## config.mk

```make
export PLATFORM = sky130hd
export DESIGN_NAME = frame_swap_ctrl
export DESIGN_NICKNAME = d
export VERILOG_FILES = /design/src/rtl/frame_swap_ctrl.sv
export SDC_FILE = /design/constraint.sdc
export NUM_CORES = 1
export LEC_CHECK = 0
export ABC_AREA = 0
export BUFFER_PORTS_ARGS = -buffer_cell sky130_fd_sc_hd__buf_4
export CAP_MARGIN = 20
export CORE_AREA = 2 2 39 41
export CTS_CLUSTER_DIAMETER = 40
export CTS_CLUSTER_SIZE = 30
export DETAILED_ROUTE_END_ITERATION = 12
export DIE_AREA = 0 0 41 43
export SLEW_MARGIN = 40
export SYNTH_ARGS = -nofsm -noshare
export SYNTH_HDL_FRONTEND = slang
export SYNTH_SLANG_ARGS = --single-unit
```

## constraint.sdc

```tcl
create_clock -name Clk -period 2.4 [get_ports Clk]
set_clock_uncertainty 0.15 [all_clocks]
set_input_delay 0.48 -clock Clk [delete_from_list [all_inputs] [get_ports Clk]]
set_output_delay 0.48 -clock Clk [all_outputs]
set_load 0.005 [all_outputs]
```

## src/rtl/frame_swap_ctrl.sv

```systemverilog
// frame_swap_ctrl: double-buffer bank swap responder for render_done/render_ack, vblank-aligned with frame-rate cap.
// Optional statistics counters (frame_count, repeat_count) are built only when SWAP_STATS_EN is defined.
module frame_swap_ctrl #(
    parameter int MIN_FRAMES = 2,
    parameter int CNT_W      = 8
) (
    input  logic             Clk,
    input  logic             Reset,
    input  logic             new_frame,
    input  logic             render_done,
    input  logic             hold_swap,
    output logic             render_ack,
    output logic             front_sel,
    output logic [CNT_W-1:0] frame_count,
    output logic [CNT_W-1:0] repeat_count
);
    localparam int VW = $clog2(MIN_FRAMES + 1);
    localparam logic [VW-1:0] VB_MAX = VW'(MIN_FRAMES);
    localparam logic [VW-1:0] VB_THR = VW'(MIN_FRAMES - 1);

    typedef enum logic [1:0] {RENDER, ACK, DROP} state_t;

    state_t        state_q, state_d;
    logic [VW-1:0] vb_cnt_q, vb_cnt_d;
    logic          front_sel_q, front_sel_d;
    logic          swap_ok;

    // vb_cnt+1 >= MIN_FRAMES rewritten as vb_cnt >= MIN_FRAMES-1 to stay in VW bits
    assign swap_ok = state_q == RENDER && new_frame && render_done && !hold_swap && vb_cnt_q >= VB_THR;

    always_ff @(posedge Clk or posedge Reset) begin
        if (Reset) state_q <= RENDER;
        else       state_q <= state_d;
    end

    always_comb begin
        state_d = state_q;
        unique case (state_q)
            RENDER:  state_d = swap_ok ? ACK : RENDER;
            ACK:     state_d = DROP;
            DROP:    state_d = render_done ? DROP : RENDER;
            default: state_d = RENDER;
        endcase
    end

    always_comb begin
        render_ack = state_q == ACK;
        front_sel  = front_sel_q;
    end

    // Clear on the swap edge wins; any later new_frame (even in ACK) counts again.
    always_comb begin
        vb_cnt_d    = swap_ok ? '0 : (new_frame && vb_cnt_q != VB_MAX) ? vb_cnt_q + 1'b1 : vb_cnt_q;
        front_sel_d = swap_ok ? ~front_sel_q : front_sel_q;
    end

    always_ff @(posedge Clk or posedge Reset) begin
        if (Reset) begin
            vb_cnt_q    <= '0;
            front_sel_q <= 1'b0;
        end else begin
            vb_cnt_q    <= vb_cnt_d;
            front_sel_q <= front_sel_d;
        end
    end

`ifdef SWAP_STATS_EN
    logic [CNT_W-1:0] frame_count_q, frame_count_d;
    logic [CNT_W-1:0] repeat_count_q, repeat_count_d;

    always_comb begin
        frame_count_d  = swap_ok ? frame_count_q + 1'b1 : frame_count_q;
        repeat_count_d = (state_q == RENDER && new_frame && !render_done && repeat_count_q != '1)
                         ? repeat_count_q + 1'b1 : repeat_count_q;
    end

    always_ff @(posedge Clk or posedge Reset) begin
        if (Reset) begin
            frame_count_q  <= '0;
            repeat_count_q <= '0;
        end else begin
            frame_count_q  <= frame_count_d;
            repeat_count_q <= repeat_count_d;
        end
    end

    assign frame_count  = frame_count_q;
    assign repeat_count = repeat_count_q;
`else
    assign frame_count  = '0;
    assign repeat_count = '0;
`endif

    a_ack_single: assert property (@(posedge Clk) disable iff (Reset) render_ack |=> !render_ack);
    a_bank_on_ack: assert property (@(posedge Clk) disable iff (Reset) $changed(front_sel) |-> render_ack);

endmodule
```

# After elaboration in Yosys (flattened, before gate mapping)
# Index checks and enable logic that the tools add are counted.
[word_totals]
register_bits = 5
inputBits = 5
output_inout_bits = 18
wordCells = 22
[op_classes]
add_sub_neg = 1
n_lt_le_gt_ge = 1
eq_ne = 3
muxes = 5
bitwise_logic = 1
n_reduce_logical = 8
[op_table]
columns = ["operator", "n"]
rows = [
  ["2-bit two-way mux", 3],
  ["2-bit one-hot mux with 3 select lines", 1],
  ["1-bit logical AND", 5],
  ["2-bit by 1-bit adder with 2-bit output, second input constant", 1],
  ["2-bit by 1-bit equality test with 1-bit output, second input constant", 1],
  ["2-bit equality test, second input constant", 1],
  ["2-bit by 1-bit greater-or-equal comparator with 1-bit output, second input constant", 1],
  ["2-bit zero test", 1],
  ["2-bit inequality test, second input constant", 1],
  ["2-bit nonzero test", 1],
  ["1-bit zero test", 1],
  ["1-bit two-way mux", 1],
  ["1-bit inverter", 1],
]

# Depth between registers and ports, before layout
[depth]
depth_word = 7
ltp_mapped = 5
mapped_depth_nobuf = 5

# Worst setup path after synthesis
# Ideal clock, no wire load.
[synth_path]
path_kind = "reg2reg"
startpoint = "reg vb_cnt_q[0]"
endpoint = "reg front_sel_q, in the netlist front_sel"
setup_time_ns = 0.079
t_arrival_ns = 1.454
t_required_ns = 2.171
setup_slack_ns = 0.717
stages_incl_launch_ff = 6
path_buffers = 0
period_less_slack_ns = 1.683
cell_sequence = "dfrtp_1 inv_1 ha_1 or4b_4 nor3b_4 xor2_1"
[synth_between]
elab_chain_len = 2
[synth_rtl]
columns = ["item", "line_no", "rtl"]
rows = [
  ["from (decl)", "24", "logic [VW-1:0] vb_cnt_q, vb_cnt_d;"],
  ["from (signal assigned)", "62", "vb_cnt_q <= vb_cnt_d;"],
  ["2-bit by 1-bit greater-or-equal comparator with 1-bit output", "29", "assign swap_ok = state_q == RENDER && new_frame && render_done && !hold_swap && vb_cnt_q >= VB_THR;"],
  ["1-bit logical AND", "29", ""],
  ["to (signal assigned)", "63", "front_sel_q <= front_sel_d;"],
  ["to (decl)", "25", "logic front_sel_q, front_sel_d;"],
]
# Every way passes these cells.
# A chain may end at the register's enable or synchronous reset.

# Worst setup path after layout
# Same ends and word-level chain as after synthesis.

==> impl_results.md <==
- Wire per inst: roughly 7.4 µm
- Global routing's busiest layer: met4
- CTS HTree Levels: 1
- Clock sink count: 5
- DRT Wirelength: between 400 and 500 µm
- RSZ-0062 raised after global routing: no
- Met1 usage: 7.87%
- GRT Util Overall: about 6.5%
- Grt ovf: 0
- NetSw: approximately 110 µW
- Die ar.: 1760 µm²
- CTS buffer count: 3
- Sequential-to-total area share from yosys stat: 32.8%
- GR Util met3: 1.57%
- Worst endpoint required time: 2410 ps
- Kind of critical path: reg2reg
- Most frequent cells after synthesis: 16 x buf_4, 5 x dfrtp_1, 3 x inv_1, 2 x ha_1, 2 x nor2_1
- Period utilisation layout: 74.0%
- Clock Path Buffers: 2
- Post-synth top area cell: dfrtp_1
- Synth Warn #: 0
- CTS tree: yes
- Worst hold path class: reg2reg
- Placement row count: 14
- Design area: 419 µm²
- Max-slew violations: 0
- Post-Syn Area: approximately 380 µm²
- Post-synth cell types: 15
- CTS clk-pin slew, worst paths: 40 ps
- Top cells by area, synth: dfrtp_1 33%, buf_4 31%, ha_1 6.6%, nor3b_4 4.9%, or4b_4 3.6%
- Min Tclk post-route: 1780 ps
- Reg power frac: approximately two fifths
- Antenna Diode Count: 0
- Highest clock rate: 563 MHz
- Multi-input logic area: 181 µm²
- CP Launch Type: register
- Outcome: finished, final reports clean
- Internal cell power: roughly 240 µW
- Layout fillers: 155
- # DRC: 0
- Worst hold margin: 328 ps
- Avg Inst Size Synth: ~10 µm²
- Dpl cell area: between 300 and 400 µm²
- Fin Setup TNS: 0 ps
- Max Cap Viol: 0
- Worst Path Max Fanout: 4
- Share of cells above drive strength 1: 25.0%
- LEAKAGE: 0.232 nW
- Final hold vios: 0
- Vias per inst: 3.14
- Maximum number of pins on one net before global-route repair: 6
- 1st-iter DRT viols: 0
- Initial antenna violation count: 0
- Drt first pass iters: 1
- Ports: 23
- Total number of vias: 201
- Die width: 41 µm
- Combinational Power Share: 33.8%
- Area grow syn2layout: 9.84%
- Top-area cell type share of the netlist area: 32.8%
- Worst EP arrival: 1780 ps
- Die Y: 43 µm
- Synth Flop Type: dfrtp_1
- Async S/R FF share, synth: 100%
- VDD IR max: between 300 and 400 µV
- Sw Share: 31.6%
- Fin nets: 56
- Synth Instances: 38
- Initial core utilization: between 20% and 30%
- Core Footprint: 1380 µm²
- FF+latch count, synth: 5
- Crit end category: register
- Grt met2 use: under 10%
- First-pass GRT wire length: 724 µm
- Clock power frac: a little over a quarter
- Routed Antenna Nets: 0
- Number of I/O port buffers: 6
- Pwr dens: around 850 nW/µm²
- Root Driver: clkbuf_4
- EDFF count, synth: 0
- Vias in the first global route: 198
- Clock Latency Late Sink: 240 ps
- Sequential cell area: about 130 µm²
- GPL Wtd Cong: roughly 0.63
- Post-DP HPWL: 371 µm
- Final setup viols: 0
- Most common cell in the netlist: buf_4
kinds of logic after synthesis:
group	Yosys count	synth area share [%]
XOR/XNOR	2	4.59
adder cells (fa/ha/maj)	2	6.56
multiplexers	1	2.62
buffers and inverters	19	34.4
other	1	0.983
AND/OR/NAND/NOR	8	18.0
flip-flops	5	32.8
through the flow:
step / power [mW] / setup slack, ps / cells / utilization [%]
2_1_floorplan: 0.242 / 717 / 53 / -
5_1_grt: 0.391 / 522 / 64 / 30.3
6_report: 0.355 / 624 / 64 / 30.3
3_5_place_dp: 0.262 / 624 / 59 / 27.7
3_3_place_gp: 0.257 / 629 / 59 / 27.7
4_1_cts: 0.365 / 595 / 64 / 30.3
state kept, by name (all words and copies together) (netlist names):
register,cells
state_q,2
vb_cnt_q,2
front_sel,1
metal layers:
metal / wire length, µm / up-vias / share of wire [%]
met5: 0 / - / 0
met4: 0 / 0 / 0
met3: 49 / 0 / 10
met2: 205 / 10 / 44
met1: 216 / 87 / 46
li1: - / 104 / -
timing repair:
| item | in CTS | in global routing |
|---|---|---|
| hold buffers | 1 | 0 |
| buffers inserted | 0 | 0 |
| gates resized for setup | 0 | 0 |
| hold endpoints to repair | 5 | 0 |
layout make-up:
| cell class | instances | share of cell area [%] |
|---|---|---|
| timing repair buffer | 7 | 13.1 |
| tap | 16 | 4.78 |
| inverter | 3 | 2.69 |
| multi-input combinational | 29 | 43.3 |
| clock buffer | 4 | 6.27 |
| sequential | 5 | 29.9 |
power groups by stage:
stage / Combinational [mW] / Sequential [mW] / Clock, mW
after floorplan: 0.103 / 0.138 / 0
after global placement: 0.117 / 0.141 / 0
after detailed placement: 0.120 / 0.142 / 0
after CTS: 0.123 / 0.141 / 0.101
after global routing: 0.143 / 0.146 / 0.102
final: 0.120 / 0.141 / 0.0941
path summary, 6_finish.rpt:
| path | start | endpoint | slack [ps] | cells after the start |
|---|---|---|---|---|
| max | vb_cnt_q[0]$_DFFE_PP0P_ | front_sel$_DFFE_PP0P_ | 620 | 5 |
| min | front_sel$_DFFE_PP0P_ | front_sel$_DFFE_PP0P_ | 330 | 1 |
| max reg2reg | vb_cnt_q[0]$_DFFE_PP0P_ | front_sel$_DFFE_PP0P_ | 620 | 5 |
| min reg2reg | front_sel$_DFFE_PP0P_ | front_sel$_DFFE_PP0P_ | 330 | 1 |
| max in group asynchronous | Reset | state_q[0]$_DFF_PP0_ | 1390 | 3 |
| min in group asynchronous | Reset | front_sel$_DFFE_PP0P_ | 550 | 3 |
cells in the final DEF, fill, tap and decap left out, drive strengths merged:
| master | instances |
|---|---|
| dfrtp | 5 |
| nand3b | 1 |
| dlygate4sd3 | 1 |
| ha | 2 |
| nand2b | 1 |
| xor2 | 1 |
| mux2i | 1 |
| clkbuf | 4 |
| buf | 6 |
| inv | 3 |
| xnor2 | 1 |
| conb | 16 |
| nor2 | 2 |
| nor3b | 1 |
| or4b | 1 |
| nor2b | 2 |
critical path, stage by stage (launching register included):
cell and delay [ps]:
dfrtp_1 350, inv_1 60, ha_1 190, or4b_4 490
nor3b_4 270, xor2_1 170
Power figures use the tool's default switching activity.
